## src/rtl/match_controller_if.sv

```systemverilog
// Signal bundle between the match controller and the hit-detector / sprite / HUD side.
// The controller uses the slave view. The master view drives start and the hit levels.
interface match_controller_if #(
  parameter int unsigned SCORE_W = 5
);
  logic               start;
  logic               player_1_hit;
  logic               player_2_hit;
  logic               round_reset;
  logic               play_enable;
  logic [SCORE_W-1:0] player_1_score;
  logic [SCORE_W-1:0] player_2_score;
  logic               game_over;
  logic [1:0]         winner;
  logic [2:0]         state;

  modport master (
    output start, player_1_hit, player_2_hit,
    input  round_reset, play_enable, player_1_score, player_2_score,
           game_over, winner, state
  );

  modport slave (
    input  start, player_1_hit, player_2_hit,
    output round_reset, play_enable, player_1_score, player_2_score,
           game_over, winner, state
  );
endinterface

```

## src/rtl/match_controller.sv

```systemverilog
// Two-player match sequencer: spawn, ready countdown, play, post-hit freeze, game over; owns both scores.
// Optional WIN_BY_TWO_EN: a win also needs a two-point lead (or any lead at score saturation).
module match_controller #(
  parameter int unsigned SCORE_W       = 5,
  parameter int unsigned WIN_SCORE     = 5,
  parameter int unsigned READY_FRAMES  = 60,
  parameter int unsigned FREEZE_FRAMES = 30,
  parameter int unsigned CNT_W         = 7
) (
  input logic               frame_clk,
  input logic               Reset_n,
  match_controller_if.slave bus
);

  localparam int unsigned SX_W = SCORE_W + 1;
  localparam logic [SCORE_W-1:0] SCORE_MAX   = '1;
  localparam logic [SX_W-1:0]    WIN_THR     = SX_W'(WIN_SCORE);
  localparam logic [CNT_W-1:0]   READY_LOAD  = CNT_W'(READY_FRAMES - 1);
  localparam logic [CNT_W-1:0]   FREEZE_LOAD = CNT_W'(FREEZE_FRAMES - 1);

  typedef enum logic [2:0] {
    IDLE       = 3'd0,
    SPAWN      = 3'd1,
    COUNTDOWN  = 3'd2,
    PLAY       = 3'd3,
    HIT_FREEZE = 3'd4,
    GAME_OVER  = 3'd5
  } state_t;

  state_t             state_q, state_d;
  logic [CNT_W-1:0]   timer_q, timer_d;
  logic [SCORE_W-1:0] s1_q, s1_d, s2_q, s2_d;
  logic               rr_q, rr_d, pe_q, pe_d, go_q, go_d;
  logic [1:0]         win_q, win_d;
  logic               p1_prev, p2_prev;
  logic               e1, e2;
  logic [SX_W-1:0]    s1_x, s2_x;
  logic               p1_wins, p2_wins;

  // Rising-edge detect turns the detector's hit levels into single score events
  assign e1 = bus.player_1_hit & ~p1_prev;
  assign e2 = bus.player_2_hit & ~p2_prev;

  assign s1_x = {1'b0, s1_q};
  assign s2_x = {1'b0, s2_q};

`ifdef WIN_BY_TWO_EN
  assign p1_wins = ((s1_x >= WIN_THR) && (s1_x >= s2_x + SX_W'(2))) ||
                   ((s1_q == SCORE_MAX) && (s1_q > s2_q));
  assign p2_wins = ((s2_x >= WIN_THR) && (s2_x >= s1_x + SX_W'(2))) ||
                   ((s2_q == SCORE_MAX) && (s2_q > s1_q));
`else
  assign p1_wins = (s1_x >= WIN_THR);
  assign p2_wins = (s2_x >= WIN_THR);
`endif

  always_ff @(posedge frame_clk) begin
    if (!Reset_n) state_q <= IDLE;
    else          state_q <= state_d;
  end

  // Next state plus next values of every registered output
  always_comb begin
    state_d = state_q;
    timer_d = timer_q;
    s1_d    = s1_q;
    s2_d    = s2_q;
    win_d   = 2'b00;
    case (state_q)
      IDLE: begin
        if (bus.start) begin
          state_d = SPAWN;
          s1_d    = '0;
          s2_d    = '0;
        end
      end
      SPAWN: begin
        state_d = COUNTDOWN;
        timer_d = READY_LOAD;
      end
      COUNTDOWN: begin
        if (timer_q == '0) state_d = PLAY;
        else               timer_d = timer_q - CNT_W'(1);
      end
      PLAY: begin
        if (e1 | e2) begin
          state_d = HIT_FREEZE;
          timer_d = FREEZE_LOAD;
          // A same-frame double hit is a draw: neither score moves
          if (e2 && !e1 && (s1_q != SCORE_MAX)) s1_d = s1_q + SCORE_W'(1);
          if (e1 && !e2 && (s2_q != SCORE_MAX)) s2_d = s2_q + SCORE_W'(1);
        end
      end
      HIT_FREEZE: begin
        if (timer_q == '0) begin
          if (p1_wins || p2_wins) begin
            state_d = GAME_OVER;
            win_d   = p1_wins ? 2'b01 : 2'b10;
          end else begin
            state_d = SPAWN;
          end
        end else begin
          timer_d = timer_q - CNT_W'(1);
        end
      end
      GAME_OVER: begin
        win_d = win_q;
        if (bus.start) begin
          state_d = SPAWN;
          s1_d    = '0;
          s2_d    = '0;
          win_d   = 2'b00;
        end
      end
      default: state_d = IDLE;
    endcase
    rr_d = (state_d == SPAWN);
    pe_d = (state_d == PLAY);
    go_d = (state_d == GAME_OVER);
  end

  always_ff @(posedge frame_clk) begin
    if (!Reset_n) begin
      timer_q <= '0;
      s1_q    <= '0;
      s2_q    <= '0;
      rr_q    <= 1'b0;
      pe_q    <= 1'b0;
      go_q    <= 1'b0;
      win_q   <= 2'b00;
      p1_prev <= 1'b0;
      p2_prev <= 1'b0;
    end else begin
      timer_q <= timer_d;
      s1_q    <= s1_d;
      s2_q    <= s2_d;
      rr_q    <= rr_d;
      pe_q    <= pe_d;
      go_q    <= go_d;
      win_q   <= win_d;
      p1_prev <= bus.player_1_hit;
      p2_prev <= bus.player_2_hit;
    end
  end

  assign bus.round_reset    = rr_q;
  assign bus.play_enable    = pe_q;
  assign bus.player_1_score = s1_q;
  assign bus.player_2_score = s2_q;
  assign bus.game_over      = go_q;
  assign bus.winner         = win_q;
  assign bus.state          = state_q;

endmodule
```

## src/flat_wrapper.sv

```systemverilog
// flat-port wrapper written by rule: the top's interface ports become plain ports
module match_controller_flat 
#(
  parameter int unsigned SCORE_W       = 5,
  parameter int unsigned WIN_SCORE     = 5,
  parameter int unsigned READY_FRAMES  = 60,
  parameter int unsigned FREEZE_FRAMES = 30,
  parameter int unsigned CNT_W         = 7
)
  (frame_clk, Reset_n, bus_start, bus_player_1_hit, bus_player_2_hit, bus_round_reset, bus_play_enable, bus_player_1_score, bus_player_2_score, bus_game_over, bus_winner, bus_state);
  match_controller_if #(.SCORE_W(SCORE_W)) bus_i ();
  input logic frame_clk;
  input logic Reset_n;
  input wire logic [$bits(bus_i.start)-1:0] bus_start;
  input wire logic [$bits(bus_i.player_1_hit)-1:0] bus_player_1_hit;
  input wire logic [$bits(bus_i.player_2_hit)-1:0] bus_player_2_hit;
  output wire logic [$bits(bus_i.round_reset)-1:0] bus_round_reset;
  output wire logic [$bits(bus_i.play_enable)-1:0] bus_play_enable;
  output wire logic [$bits(bus_i.player_1_score)-1:0] bus_player_1_score;
  output wire logic [$bits(bus_i.player_2_score)-1:0] bus_player_2_score;
  output wire logic [$bits(bus_i.game_over)-1:0] bus_game_over;
  output wire logic [$bits(bus_i.winner)-1:0] bus_winner;
  output wire logic [$bits(bus_i.state)-1:0] bus_state;
  assign bus_i.start = bus_start;
  assign bus_i.player_1_hit = bus_player_1_hit;
  assign bus_i.player_2_hit = bus_player_2_hit;
  assign bus_round_reset = bus_i.round_reset;
  assign bus_play_enable = bus_i.play_enable;
  assign bus_player_1_score = bus_i.player_1_score;
  assign bus_player_2_score = bus_i.player_2_score;
  assign bus_game_over = bus_i.game_over;
  assign bus_winner = bus_i.winner;
  assign bus_state = bus_i.state;
  match_controller #(.SCORE_W(SCORE_W), .WIN_SCORE(WIN_SCORE), .READY_FRAMES(READY_FRAMES), .FREEZE_FRAMES(FREEZE_FRAMES), .CNT_W(CNT_W)) u_core (.frame_clk(frame_clk), .Reset_n(Reset_n), .bus(bus_i));
endmodule
```

## config.mk

```make
export PLATFORM = sky130hd
export DESIGN_NAME = match_controller_flat
export DESIGN_NICKNAME = d
export VERILOG_FILES = /design/src/rtl/match_controller_if.sv /design/src/rtl/match_controller.sv /design/src/flat_wrapper.sv
export SDC_FILE = /design/constraint.sdc
export NUM_CORES = 1
export LEC_CHECK = 0
export CORE_MARGIN = 8
export CORE_UTILIZATION = 45
export CTS_CLUSTER_DIAMETER = 120
export DETAILED_ROUTE_END_ITERATION = 8
export DONT_BUFFER_PORTS = 1
export PLACE_DENSITY_LB_ADDON = 0.25
export SETUP_SLACK_MARGIN = 0.4
export SYNTH_ARGS = -nofsm -noshare
export SYNTH_HDL_FRONTEND = slang
export SYNTH_SLANG_ARGS = --single-unit
```

## constraint.sdc

```tcl
create_clock -name frame_clk -period 2.55 [get_ports frame_clk]
set_input_delay 0.51 -clock frame_clk [delete_from_list [all_inputs] [get_ports frame_clk]]
set_output_delay 0.51 -clock frame_clk [all_outputs]
set_load 0.005 [all_outputs]
```

## Word level (Yosys, flattened, before mapping)

Index checks and enable logic that the tools add are counted.

| storage, ports and cells | value |
|---|---|
| output and inout bits | 18 |
| word-level logic and storage cells | 73 |
| input port bits | 5 |
| register bits after elaboration | 27 |

| operators by class | value |
|---|---|
| muxes and demuxes | 21 |
| bitwise gates (word level) | 5 |
| add/subtract/negate cells | 3 |
| $lt $le $gt $ge | 2 |
| reductions and logical operators | 16 |
| equality and inequality tests | 16 |

Operators with widths:

| operator | number |
|---|---|
| $mux 5 | 5 |
| $pmux 7 s3 | 1 |
| $pmux 5 s2 | 2 |
| $mux 3 | 5 |
| $pmux 3 s5 | 1 |
| $mux 7 | 2 |
| $add 5x1->5 const B | 2 |
| $ge 5x3->1 const B | 2 |
| $ne 5x5->1 const B | 2 |
| $eq 3x2->1 const B | 3 |
| $eq 3x3->1 const B | 3 |
| $mux 2 | 4 |
| $ne 2x1->1 const B | 4 |
| $reduce_and 4->1 | 2 |
| $logic_not 7->1 | 1 |
| $sub 7x1->7 const B | 1 |
| $eq 3x1->1 const B | 2 |
| $logic_and 1x1->1 | 4 |
| $ne 2x2->1 const B | 2 |
| $pmux 2 s2 | 1 |
| $reduce_or 2->1 | 2 |
| $logic_not 3->1 | 1 |
| $reduce_and 3->1 | 1 |
| $reduce_bool 3->1 | 1 |
| 6 further kinds | 9 |

## Depth between registers and ports, before layout

Gate-level depths: netlist (run 1).

| depth | value |
|---|---|
| depth after elaboration | 8 |
| gate-level depth with buffers | 7 |
| depth with buffers taken out | 7 |

## Worst setup path after synthesis (run 1)

Ideal clock, no wire load.

| timing | value |
|---|---|
| kind | reg-to-reg |
| start | register u_core.s1_q[0] (netlist: u_core.bus.player_1_score[0]) |
| end | register u_core.s1_q[3] (netlist: u_core.bus.player_1_score[3]) |
| stages on the path, launching flop included | 8 |
| clock period less this slack | 1.962 ns |
| buffers on the path | 0 |
| data arrival time | 1.889 ns |
| slack | 0.588 ns |
| required time | 2.477 ns |
| setup time | 0.073 ns |
| cells stage by stage | dfxtp_1 -> ha_1 -> and3_1 -> ha_1 -> o41ai_2 -> a21oi_2 -> or3_1 -> a21oi_1 |

| between the ends | value |
|---|---|
| cells in the longest elaborated chain, start to end | 4 |
| elaborated cells between the ends (all ways) | 8 |
| those cells by class | add/sub (1); eq/ne (2); mux (3); reduce/logical (2) |

RTL lines:

| element | line | text |
|---|---|---|
| start: declaration | match_controller.sv:32 | `logic [SCORE_W-1:0] s1_q, s1_d, s2_q, s2_d;` |
| start signal: assignment | match_controller.sv:125 | `s1_q <= '0;` |
| start signal: assignment | match_controller.sv:135 | `s1_q <= s1_d;` |
| $add 5x1->5 / $ne 5x5->1 (equally long branches) | match_controller.sv:90 | `if (e2 && !e1 && (s1_q != SCORE_MAX)) s1_d = s1_q + SCORE_W'(1);` |
| $mux 5 / $logic_and 1x1->1 (equally long branches) | match_controller.sv:90 |  |
| $mux 5 / $ne 2x1->1 (equally long branches) | n/a |  |
| $pmux 5 s2 / $reduce_and 4->1 (equally long branches) | n/a |  |

Parallel ways exist; a longest one is shown, timed or not. The select of a mux whose other input is x is not followed.
A chain may end at the register's enable or synchronous reset.

## Worst setup path in the final report (run 1)

| timing | value |
|---|---|
| start | register u_core.state_q[2] (netlist: u_core.bus.state[2]) |
| end | register u_core.pe_q (netlist: u_core.bus.play_enable) |

| between the ends | value |
|---|---|
| cells in the longest elaborated chain, start to end | 4 |
| elaborated cells between the ends (all ways) | 13 |
| those cells by class | eq/ne (6); mux (5); reduce/logical (2) |

RTL lines:

| element | line | text |
|---|---|---|
| start: declaration | match_controller.sv:30 | `state_t state_q, state_d;` |
| start signal: assignment | match_controller.sv:59 | `else state_q <= state_d;` |
| $eq 3x3->1 / $logic_not 3->1 (equally long branches) | match_controller.sv:69 | `case (state_q)` |
| $reduce_or 2->1 (no line) | n/a |  |
| $pmux 3 s5 * | match_controller.sv:69 |  |
| $eq 3x2->1 * | match_controller.sv:118 | `pe_d = (state_d == PLAY);` |
| end signal: assignment | match_controller.sv:138 | `pe_q <= pe_d;` |
| end: declaration | match_controller.sv:33 | `logic rr_q, rr_d, pe_q, pe_d, go_q, go_d;` |

Every way passes the cells marked *; elsewhere a longest branch is shown, timed or not.

==> results.env, run 1 <==
ROUTE.FINAL.WIRE_LENGTH_UM=3120
SKEW_NS=0.00563
INITIAL_UTILIZATION_PCT=47.6
REGTOREGSETUPSLACK_NS=0.56
PLACE.PORT_BUFFERS=0
CRITICAL_PATH.STARTPOINT_TYPE='flip-flop'
LAYOUT_CELL_SHARE_WITH_DRIVE_STRENGTH_BEYOND_1_PCT=12.2
CP-ENDPOINT='u_core.bus.play_enable$_SDFF_PN0_'
SYNTH_MOST_COMMON_CELL='sky130_fd_sc_hd__dfxtp_1'
POSTSYNTHCELLCOUNT=162
ANTENNA_FOUND_INITIAL=0
CP_DATA_ARRIVAL_TIME_NS=2.18
GLOBAL_ROUTE.USAGE.TOTAL_PCT=12.3
GLOBALROUTEOVERFLOWTOTAL=0
MAX_FREQ_MHz=502
POST-SYNTH-TOP-AREA-CELL='sky130_fd_sc_hd__dfxtp_1'
SYNTHESIS.NETS=175
SYN_AVG_CELL_AREA_UM2=8.97
SETUP-VIOLATIONS-FINAL=0
TRITONCTS_BUFFER_COUNT=3
CRITPATHREQUIREDTIME_NS=2.74
SYNTH_FLOP_CELL='sky130_fd_sc_hd__dfxtp_1'
DIODES=0
WORSTMARGINPINSLEW_NS=0.719
IR_DROP_mV=0.297
CTS_MAX_PATH_BUFFERS=2
FINAL_TOTAL_NEGATIVE_SETUP_SLACK_NS=0
CLOCK_SINK_COUNT=27
POST_SYNTH_MOST_FREQUENT_CELLS='sky130_fd_sc_hd__dfxtp_1 (27), sky130_fd_sc_hd__nor2_1 (17), sky130_fd_sc_hd__a21oi_1 (15)'
CRIT_START='u_core.bus.state[2]$_SDFF_PN0_'
FINISH.NET_COUNT=178
HTREE_NUM_LEVELS=1
CLOCK_LATENCY_NS=0.32
POST-ROUTE-MIN-PERIOD_NS=1.99
SYNTH.YOSYS.SEQ_AREA_SHARE_PCT=37.2
DIE_Y_UM=72.8
WORST_HOLD_PATH_TYPE='in2reg'
CAP_VIOLATIONS=0
SYNTHARSTFLOPSHARE_PCT=0
FINAL.FILL_COUNT=306
GRT_PASS1_VIAS=1147
WORST_R2R_PATH_DEPTH=5
NETLIST_TOP_CELLS_AREA='sky130_fd_sc_hd__dfxtp_1 (37%), sky130_fd_sc_hd__ha_1 (6.9%), sky130_fd_sc_hd__a21oi_1 (5.2%)'
DP_WORST_SETUP_SLACK_NS=0.367
ROUTE.VIAS.TOTAL=1173
WORST_SLEW_MARGIN_REL_PCT=51.7
SYN-CELL-AREA_UM2=1450
TOTALPOWERFINAL_mW=1.00
CLK_PIN_SLEW_WORST_PATHS_NS=0.13
TIMING.CRITICAL_PATH.TO_TYPE='flip-flop'
FIN_UTIL_PCT=50.0
TRITONCTS='yes'
CTSHOLDBUFFERS=0
HOLDWS_NS=0.307
DPL_HPWL_UM=2370
VIASPERCELL=5.64
MAXSLEWVIOLCOUNT=0
DETAIL-ROUTE-ANTENNA-NETS=0
CRIT_TYPE='reg2reg'
FP.DIEAREA_UM2=5300
DRT_FIRST_PASS_ITERS=4
MIN_PERIOD_OVER_PERIOD_PCT=78.2
WIRE_LENGTH_OF_THE_FIRST_GLOBAL_ROUTING_PASS_UM=5280
YS_SEQ_ELEMENTS=27
SETUP_WS_NS=0.557
WORST_R2R_STARTPOINT='u_core.bus.state[2]$_SDFF_PN0_'
GP_CONGESTION=0.843
AREAGROWTHSYNTHTOFINISH_PCT=5.00
DRT_ITER0_MARKERS=50
FP.COREAREA_UM2=3050
BOUNDARYPINS=23
YOSYS_WARNINGS=0
POST_DRT_WL_PER_CELL_UM=15.0
NUMBER_OF_ENABLE_FLIP_FLOP_CELLS_AFTER_SYNTHESIS=0
ROWS=20
CTS-ROOT-BUF='sky130_fd_sc_hd__clkbuf_4'
POWER_DENSITY_nW_PER_UM2=659
OUTCOME='completed'
TIMING_HOLD_VIOLATIONS_FINAL=0
DRC=0
MAXIMUM_NUMBER_OF_PINS_ON_ONE_NET_BEFORE_GLOBAL_ROUTE_REPAIR=15
GRT_SETUP_UNREPAIRED='no'
DIE-WIDTH_UM=72.8
SYNTH_LARGEST_TYPE_AREA_FRACTION_PCT=37.2
CRIT_FANOUT=14
CRITICAL_PATH.REG2REG.ENDPOINT='u_core.bus.play_enable$_SDFF_PN0_'
LEAKAGEPOWER_nW=0.597
YS_TYPES=46
[stage by stage]
stage	cell area [µm²]	cells
4_1_cts	1520	207
3_3_place_gp	1480	202
5_1_grt	1530	208
3_5_place_dp	1480	202
6_report	1530	208
2_1_floorplan	1450	162
[final cells by class]
cell class                 instances  area [µm²]  share of cell area, %
multi-input combinational        121         847                   55.5
inverter                          10        37.5                   2.46
timing repair buffer               2        15.0                  0.984
sequential                        27         544                   35.7
tap                               44        55.1                   3.61
clock buffer                       4        26.3                   1.72
[how the worst min path moves through the flow]
stage	startpoint	end	slack [ns]	depth (start not counted)
floorplan	u_core.timer_q[5]$_SDFFE_PN0P_	u_core.timer_q[5]$_SDFFE_PN0P_	0.44	2
detailed placement	u_core.timer_q[5]$_SDFFE_PN0P_	u_core.timer_q[5]$_SDFFE_PN0P_	0.47	2
finish	bus_player_1_hit	u_core.p1_prev$_SDFF_PN0_	0.31	1
CTS	bus_player_1_hit	u_core.p1_prev$_SDFF_PN0_	0.30	1
global placement	u_core.timer_q[5]$_SDFFE_PN0P_	u_core.timer_q[5]$_SDFFE_PN0P_	0.45	2
global route	bus_player_2_hit	u_core.p2_prev$_SDFF_PN0_	0.29	1
[layer usage]
metal  wire [µm]  GRT usage [%]
met5           0              0
met1        1360           14.0
met2        1570           20.4
met4          22           6.22
met3         179           3.57
[layout by cell type, fill, tap and decap left out, types with 3 or more instances in the layout]
cell                       instances
sky130_fd_sc_hd__inv_1             9
sky130_fd_sc_hd__nand2_1           6
sky130_fd_sc_hd__nand2b_4          3
sky130_fd_sc_hd__nand3b_1          4
sky130_fd_sc_hd__ha_1              8
sky130_fd_sc_hd__o22ai_1           3
sky130_fd_sc_hd__dfxtp_2           3
sky130_fd_sc_hd__or3_1             5
sky130_fd_sc_hd__a21oi_1          15
sky130_fd_sc_hd__xor2_1            3
sky130_fd_sc_hd__nor2_1           17
sky130_fd_sc_hd__nor2b_1           4
sky130_fd_sc_hd__dfxtp_1          24
sky130_fd_sc_hd__clkbuf_4          3
sky130_fd_sc_hd__o21ai_0           8
sky130_fd_sc_hd__and3_1            3
sky130_fd_sc_hd__mux2i_1           3
sky130_fd_sc_hd__nor3_1            4
sky130_fd_sc_hd__a311oi_1          3
[cell families (layout without fill, tap and decap cells)]
| logic type | after synthesis | count (layout) | share of synthesized area, % |
|---|---|---|---|
| fa+ha+maj | 8 | 8 | 6.89 |
| simple gates | 63 | 63 | 27.3 |
| xor+xnor | 3 | 3 | 1.81 |
| mux | 3 | 3 | 2.07 |
| buf+inv | 14 | 16 | 4.48 |
| flops | 27 | 27 | 37.2 |
| compound gates | 44 | 44 | 20.2 |
[power by group]
part	total [mW]	switching (mW)	internal (mW)
clock	0.181	0.120	0.0612
sequential	0.530	0.0629	0.467
combinational	0.293	0.167	0.126
total	1.00	0.350	0.654
[state kept, by name, summed over array words and instances (netlist names)]
register	cells
u_core.p2_prev	1
u_core.bus.game_over	1
u_core.p1_prev	1
u_core.bus.winner	2
u_core.bus.player_2_score	5
u_core.bus.player_1_score	5
u_core.bus.state	3
u_core.timer_q	7
u_core.bus.round_reset	1
u_core.bus.play_enable	1
[critical path, cell delays in order (launching register included)]
cell	delay, ns
sky130_fd_sc_hd__dfxtp_1	0.73
sky130_fd_sc_hd__nand2b_4	0.28
sky130_fd_sc_hd__a21o_1	0.22
sky130_fd_sc_hd__o22ai_1	0.10
sky130_fd_sc_hd__o21ai_0	0.43
sky130_fd_sc_hd__nor4_1	0.10
[timing repair]
action,4_1_cts,5_1_grt
endpoints found under the setup margin,2,5
buffers inserted,1,1
pin swaps,1,3
endpoints found under the hold margin,0,0
gates resized for setup,1,2
Power figures use the tool's default switching activity.
==> run 2: changes to the inputs <==
==> constraint.sdc (replaced) <==
create_clock -name frame_clk -period 1.6 [get_ports frame_clk]
set_input_delay 0.32 -clock frame_clk [delete_from_list [all_inputs] [get_ports frame_clk]]
set_output_delay 0.32 -clock frame_clk [all_outputs]
set_load 0.005 [all_outputs]
==> run 2 against run 1 <==
Sequential share of layout area decreased by 12 points. Die area stayed put. The run now ends with setup timing left. Maximum frequency increased by 7.3%.
==> results.env, run 2 (synthesis results as in run 1) <==
FINISH.NET_COUNT=234
TIMING_HOLD_VIOLATIONS_FINAL=0
TIMING.CRITICAL_PATH.SLOWEST_STAGE_CELL='sky130_fd_sc_hd__dfxtp_4'
ROWS=20
DRT_FIRST_PASS_ITERS=4
CRITPATHREQUIREDTIME_NS=1.82
FP.COREAREA_UM2=3050
ANTENNA_FOUND_INITIAL=0
ROUTE.FINAL.WIRE_LENGTH_UM=4900
OUTCOME='complete, but fails checks'
WORST_HOLD_PATH_TYPE='in2reg'
INITIAL_UTILIZATION_PCT=47.6
CRIT_FANOUT=5
TRITONCTS='yes'
CLOCK_SINK_COUNT=27
CELL_BY_CELL_TRACE_OF_THE_CRITICAL_PATH='ha_4, and3_4, ha_4, o41ai_4, a21oi_2, buf_6, o21ai_0, a21oi_1'
ROUTE.VIAS.TOTAL=1508
VIASPERCELL=5.71
CRITPATHMOSTFREQUENTCELL='sky130_fd_sc_hd__ha_4'
DETAIL-ROUTE-ANTENNA-NETS=0
GR-USAGE-MET2_PCT=29.2
DIE-WIDTH_UM=72.8
CLK_PIN_SLEW_WORST_PATHS_NS=0.15
LARGEST_REGISTER_FF_COUNT=7
CAP_VIOLATIONS=0
FINAL_TOTAL_NEGATIVE_SETUP_SLACK_NS=-1.37
DP.CELLS=229
LEAKAGEPOWER_nW=0.970
POWER_DENSITY_nW_PER_UM2=928
FAILED_CHECKS='setup timing'
MIN_PERIOD_OVER_PERIOD_PCT=116
CTSHOLDBUFFERS=0
POWER_SWITCHING_mW=0.841
MAXSLEWVIOLCOUNT=0
IR_DROP_mV=0.594
GRT_PASS1_VIAS=1483
DIE_Y_UM=72.8
MET3_USAGE_PCT=4.26
SKEW_NS=0.0134
AREAGROWTHSYNTHTOFINISH_PCT=68.7
CTS_MAX_PATH_BUFFERS=2
HTREE_NUM_LEVELS=1
GLOBAL_ROUTE.USAGE.TOTAL_PCT=16.3
DIODES=0
DPL_HPWL_UM=2830
FINAL_COMMON_CELL='sky130_fd_sc_hd__buf_4'
TRITONCTS_BUFFER_COUNT=3
LAYOUTNONFILLERINSTCOUNT=264
SETUP_WS_NS=-0.257
GLOBAL_ROUTE.PEAK_USAGE_LAYER='met2'
CRITICAL_PATH.STARTPOINT_TYPE='flip-flop'
CRIT_TYPE='reg2reg'
GRT_UTIL_MET1_PCT=17.8
WORSTMARGINPINSLEW_NS=0.542
CP_DATA_ARRIVAL_TIME_NS=2.08
DRC=0
POST-ROUTE-MIN-PERIOD_NS=1.86
CLOCK_LATENCY_NS=0.33
REGISTER_WITH_THE_MOST_FLIP_FLOPS='u_core.timer_q'
TIMING.CRITICAL_PATH.TO_TYPE='flip-flop'
CTS-ROOT-BUF='sky130_fd_sc_hd__clkbuf_4'
FP.DIEAREA_UM2=5300
P_SW_SHARE_PCT=37.0
DRT_ITER0_MARKERS=130
POST_DRT_WL_PER_CELL_UM=18.6
CRITICAL_PATH.MAX_STAGE_DELAY_NS=0.40
LAYOUT_CELL_SHARE_WITH_DRIVE_STRENGTH_BEYOND_1_PCT=60.0
CELLINTERNALPOWER_mW=1.43
CLOCK_NETWORK_FRACTION_OF_DESIGN_POWER_PCT=13.5
GP_CONGESTION=0.858
WORST_SLEW_MARGIN_REL_PCT=63.6
P_SEQ_SHARE_PCT=37.1
PLACE.PORT_BUFFERS=0
POWER_FRAC_COMB_PCT=49.4
GRT_SETUP_UNREPAIRED='yes'
SETUP-VIOLATIONS-FINAL=13
WIRE_LENGTH_OF_THE_FIRST_GLOBAL_ROUTING_PASS_UM=6870
MAX_FREQ_MHz=539
COMMONEST_CELLS_AFTER_ROUTING_FILL_AND_TAPS_ASIDE='sky130_fd_sc_hd__buf_4 (37), sky130_fd_sc_hd__buf_6 (18), sky130_fd_sc_hd__dfxtp_1 (15), sky130_fd_sc_hd__nor2_1 (11), sky130_fd_sc_hd__a21oi_2 (8)'
GLOBALROUTEOVERFLOWTOTAL=0
BOUNDARYPINS=23
MAXIMUM_NUMBER_OF_PINS_ON_ONE_NET_BEFORE_GLOBAL_ROUTE_REPAIR=15
[run 2: changes by cell type in the layout (fill, tap and decap cells not counted), sizes merged]
cell,delta
buf,+55
clkbuf,+1
[run 2: routing by layer]
layer	wire length, µm	part of all wire, %
met1	1980	40
met2	2640	54
met3	201	4.1
met4	82	1.7
met5	0	0
[run 2: through the flow]
step / hold slack [ns] / total power [mW] / area (µm²) / setup slack [ns] / util, %
finish: 0.0766 / 2.27 / 2450 / -0.257 / 80.3
detailed placement: 0.451 / 1.42 / 1770 / -0.191 / 58.0
global route: 0.0937 / 2.38 / 2450 / -0.326 / 80.3
CTS: 0.112 / 1.99 / 2110 / -0.162 / 69.1
floorplan: 0.437 / 1.23 / 1540 / -0.113 / -
global placement: 0.443 / 1.40 / 1770 / -0.0970 / 58.0
[run 2: critical path: cells and delay by family, from the launching register on]
kind	cells	cell delay (ns)
flip-flops	1	0.40
buffers and inverters	1	0.16
AO/OA/AOI/OAI	4	0.70
AND/OR/NAND/NOR	1	0.18
adder cells (fa/ha/maj)	2	0.31
[run 2: cell type report]
cell class / instances / area (µm²)
multi-input combinational: 121 / 1210
fill: 177 / 602
sequential: 27 / 573
timing repair buffer: 58 / 546
tap: 44 / 55.1
inverter: 10 / 42.5
clock buffer: 4 / 26.3
[run 2: power by group through the flow]
| stage | Clock (mW) | Sequential, mW | Combinational (mW) |
|---|---|---|---|
| floorplan | 0 | 0.827 | 0.407 |
| global placement | 0 | 0.836 | 0.562 |
| detailed placement | 0 | 0.840 | 0.583 |
| CTS | 0.299 | 0.829 | 0.865 |
| global route | 0.328 | 0.851 | 1.20 |
| finish | 0.306 | 0.843 | 1.12 |
[run 2: final timing paths]
kind,cells past startpoint,to,slack [ns],startpoint
worst min register to register,2,u_core.timer_q[5]$_SDFFE_PN0P_,0.51,u_core.timer_q[5]$_SDFFE_PN0P_
worst min-delay path,2,u_core.timer_q[5]$_SDFFE_PN0P_,0.08,Reset_n
worst max register to register,8,u_core.bus.player_1_score[2]$_SDFFE_PN0P_,-0.26,u_core.bus.player_1_score[0]$_SDFFE_PN0P_
worst max-delay path,8,u_core.bus.player_1_score[2]$_SDFFE_PN0P_,-0.26,u_core.bus.player_1_score[0]$_SDFFE_PN0P_
[run 2: timing repair]
action,in CTS,in global routing
resized for setup,46,51
pin swaps,15,13
setup buffers,19,11
cloned,0,1
setup endpoints to repair,29,31
==> run 3: changes to the inputs <==
--- a/config.mk
+++ b/config.mk
@@ -5,8 +5,10 @@
 export SDC_FILE = /design/constraint.sdc
 export NUM_CORES = 1
 export LEC_CHECK = 0
+export CELL_PAD_IN_SITES_DETAIL_PLACEMENT = 0
+export CELL_PAD_IN_SITES_GLOBAL_PLACEMENT = 1
 export CORE_MARGIN = 8
-export CORE_UTILIZATION = 45
+export CORE_UTILIZATION = 42
 export CTS_CLUSTER_DIAMETER = 120
 export DETAILED_ROUTE_END_ITERATION = 8
 export DONT_BUFFER_PORTS = 1
==> run 3 against run 2 <==
The flow still finishes with violations (setup timing). Worst setup slack improved by 0.070 ns. Total power is 9.0% lower. Clock-buffer cell count decreased by 1. Critical path depth stayed put. Hold slack improved by 0.019 ns. Clock skew down 0.0069 ns. Register-to-register slack improved by 0.07 ns. Die area is 5.6% higher. Critical path type unchanged. Non-clock buffer count shrank 6.
==> results.env, run 3 (synthesis results as in run 1) <==
CPLARGESTDELAYFAMILY='compound AO/OA/AOI/OAI gates'
FP.DIEAREA_UM2=5600
PLACE.PORT_BUFFERS=0
LAYOUT_CELL_SHARE_WITH_DRIVE_STRENGTH_BEYOND_1_PCT=56.5
MAXSLEWVIOLCOUNT=0
SETUP_WS_NS=-0.187
POWER_DENSITY_nW_PER_UM2=915
POST-ROUTE-CELL-AREA_UM2=2260
CLOCK_SINK_COUNT=27
ANTENNA_FOUND_INITIAL=0
CRITICAL_PATH.STARTPOINT_TYPE='flip-flop'
ROUTE.FINAL.WIRE_LENGTH_UM=4220
FINAL.FILL_COUNT=283
WORST_HOLD_PATH_TYPE='in2reg'
DRT_ITER0_MARKERS=63
FINISH.NET_COUNT=228
DETAIL-ROUTE-ANTENNA-NETS=0
DRT_FIRST_PASS_ITERS=4
MAX_FREQ_MHz=560
POSTPLACECELLAREA_UM2=1830
DIE-WIDTH_UM=74.8
DP_WORST_SETUP_SLACK_NS=-0.171
IR_DROP_mV=0.535
LARGEST_REGISTER_FF_COUNT=7
VIASPERCELL=5.46
AREA_TAKEN_BY_FLIP_FLOPS_AND_LATCHES_UM2=576
LAYOUTNONFILLERINSTCOUNT=260
CLK_PIN_SLEW_WORST_PATHS_NS=0.15
CRITICAL_PATH.MAX_STAGE_DELAY_NS=0.39
CTS-ROOT-BUF='sky130_fd_sc_hd__clkbuf_4'
CRITPATHREQUIREDTIME_NS=1.83
WORST_SLEW_MARGIN_REL_PCT=76.5
CRITICAL_PATH.REG2REG.ENDPOINT='u_core.bus.player_2_score[3]$_SDFFE_PN0P_'
WORSTMARGINPINSLEW_NS=0.349
GRT_PASS1_VIAS=1468
CRIT_TYPE='reg2reg'
CLOCK_LATENCY_NS=0.33
LEAKAGEPOWER_nW=0.895
ROUTE.VIAS.TOTAL=1420
PATH_BUF_INV=1
GRT_SETUP_UNREPAIRED='yes'
GLOBALROUTEOVERFLOWTOTAL=0
CAP_VIOLATIONS=0
CP_DATA_ARRIVAL_TIME_NS=2.02
FINAL_COMMON_CELL='sky130_fd_sc_hd__buf_4'
CRIT_FANOUT=4
INITIAL_UTILIZATION_PCT=43.5
REGTOREGSETUPSLACK_NS=-0.19
WORST_R2R_STARTPOINT='u_core.bus.player_2_score[1]$_SDFFE_PN0P_'
GP_CONGESTION=0.800
ROWS=21
FP.COREAREA_UM2=3340
COMMONEST_CELLS_AFTER_ROUTING_FILL_AND_TAPS_ASIDE='sky130_fd_sc_hd__buf_4 (36), sky130_fd_sc_hd__buf_6 (15), sky130_fd_sc_hd__nor2_1 (13), sky130_fd_sc_hd__dfxtp_1 (13), sky130_fd_sc_hd__a21oi_2 (10)'
TIMING.CRITICAL_PATH.TO_TYPE='flip-flop'
DRC=0
TOTALPOWERFINAL_mW=2.07
GLOBAL_ROUTE.USAGE.TOTAL_PCT=15.5
POST_DRT_WL_PER_CELL_UM=16.2
CTS_MAX_PATH_BUFFERS=2
DPL_HPWL_UM=2950
MAXIMUM_NUMBER_OF_PINS_ON_ONE_NET_BEFORE_GLOBAL_ROUTE_REPAIR=16
MIN_DELAY_PATH_DEPTH=1
REGISTER_WITH_THE_MOST_FLIP_FLOPS='u_core.timer_q'
DP.CELLS=239
DIODES=0
TRITONCTS='yes'
TIMING.CRITICAL_PATH.SLOWEST_STAGE_CELL='sky130_fd_sc_hd__dfxtp_4'
FAILED_CHECKS='setup timing'
SETUP-VIOLATIONS-FINAL=11
WORST_R2R_PATH_DEPTH=8
TIMING_HOLD_VIOLATIONS_FINAL=0
DIE_Y_UM=74.8
HP-START='bus_player_1_hit'
MIN_PERIOD_OVER_PERIOD_PCT=112
AREAGROWTHSYNTHTOFINISH_PCT=55.6
POST-ROUTE-MIN-PERIOD_NS=1.79
OUTCOME='complete, but fails checks'
HOLDWS_NS=0.0958
BOUNDARYPINS=23
MULTIINPUTGATEAREA_UM2=1120
WHS_ENDPOINT='u_core.p1_prev$_SDFF_PN0_'
WIRE_LENGTH_OF_THE_FIRST_GLOBAL_ROUTING_PASS_UM=6780
HTREE_NUM_LEVELS=1
SKEW_NS=0.00643
TRITONCTS_BUFFER_COUNT=3
CELL_BY_CELL_TRACE_OF_THE_CRITICAL_PATH='ha_4, and3_4, ha_4, o41ai_4, a21oi_2, buf_4, o21ai_0, a21oi_2'
## run 3: worst max-delay path by stage
stage                                              startpoint                                        end  slack [ns]  cells after the start
floorplan           u_core.bus.player_1_score[0]$_SDFFE_PN0P_  u_core.bus.player_1_score[2]$_SDFFE_PN0P_       -0.11                      7
global placement    u_core.bus.player_2_score[1]$_SDFFE_PN0P_  u_core.bus.player_2_score[3]$_SDFFE_PN0P_       -0.11                      7
detailed placement  u_core.bus.player_2_score[1]$_SDFFE_PN0P_  u_core.bus.player_2_score[2]$_SDFFE_PN0P_       -0.17                      7
CTS                 u_core.bus.player_2_score[1]$_SDFFE_PN0P_  u_core.bus.player_2_score[3]$_SDFFE_PN0P_       -0.16                      7
global route        u_core.bus.player_2_score[1]$_SDFFE_PN0P_  u_core.bus.player_2_score[3]$_SDFFE_PN0P_       -0.22                      8
finish              u_core.bus.player_2_score[1]$_SDFFE_PN0P_  u_core.bus.player_2_score[3]$_SDFFE_PN0P_       -0.19                      8
## run 3: final cells by class
cell class              instances  area share [%]
inverters                      10            1.77
well taps                      46            2.55
clock buffers                   3           0.996
clock inverters                 1           0.221
flip-flops and latches         27            25.5
multi-input cells             121            49.4
repair buffers                 52            19.6
## run 3: where the power goes
group | internal [mW] | total (mW) | switching, mW
Combinational | 0.482 | 0.933 | 0.451
Clock | 0.0939 | 0.300 | 0.206
Sequential | 0.753 | 0.837 | 0.0834
Total | 1.33 | 2.07 | 0.741
## run 3: per-layer routing
layer	vias to the layer above	share of wire, %	global-route usage (%)
li1	695	-	-
met1	696	40	16.1
met2	21	55	28.8
met3	8	3.0	3.06
met4	0	2.1	7.39
met5	-	0	0
## run 3: metrics by stage
| step | setup TNS, ns | util [%] |
|---|---|---|
| after global placement | -0.510 | 54.9 |
| after floorplan | -0.393 | - |
| after global routing | -1.99 | 67.8 |
| after CTS | -0.860 | 64.7 |
| final | -1.10 | 67.8 |
| after detailed placement | -0.952 | 54.9 |
## run 3: what timing repair did
action | in CTS | in global routing
pin swaps | 20 | 12
hold buffers | 0 | 0
setup endpoints to repair | 29 | 33
resized for setup | 51 | 20
buffers inserted | 13 | 4
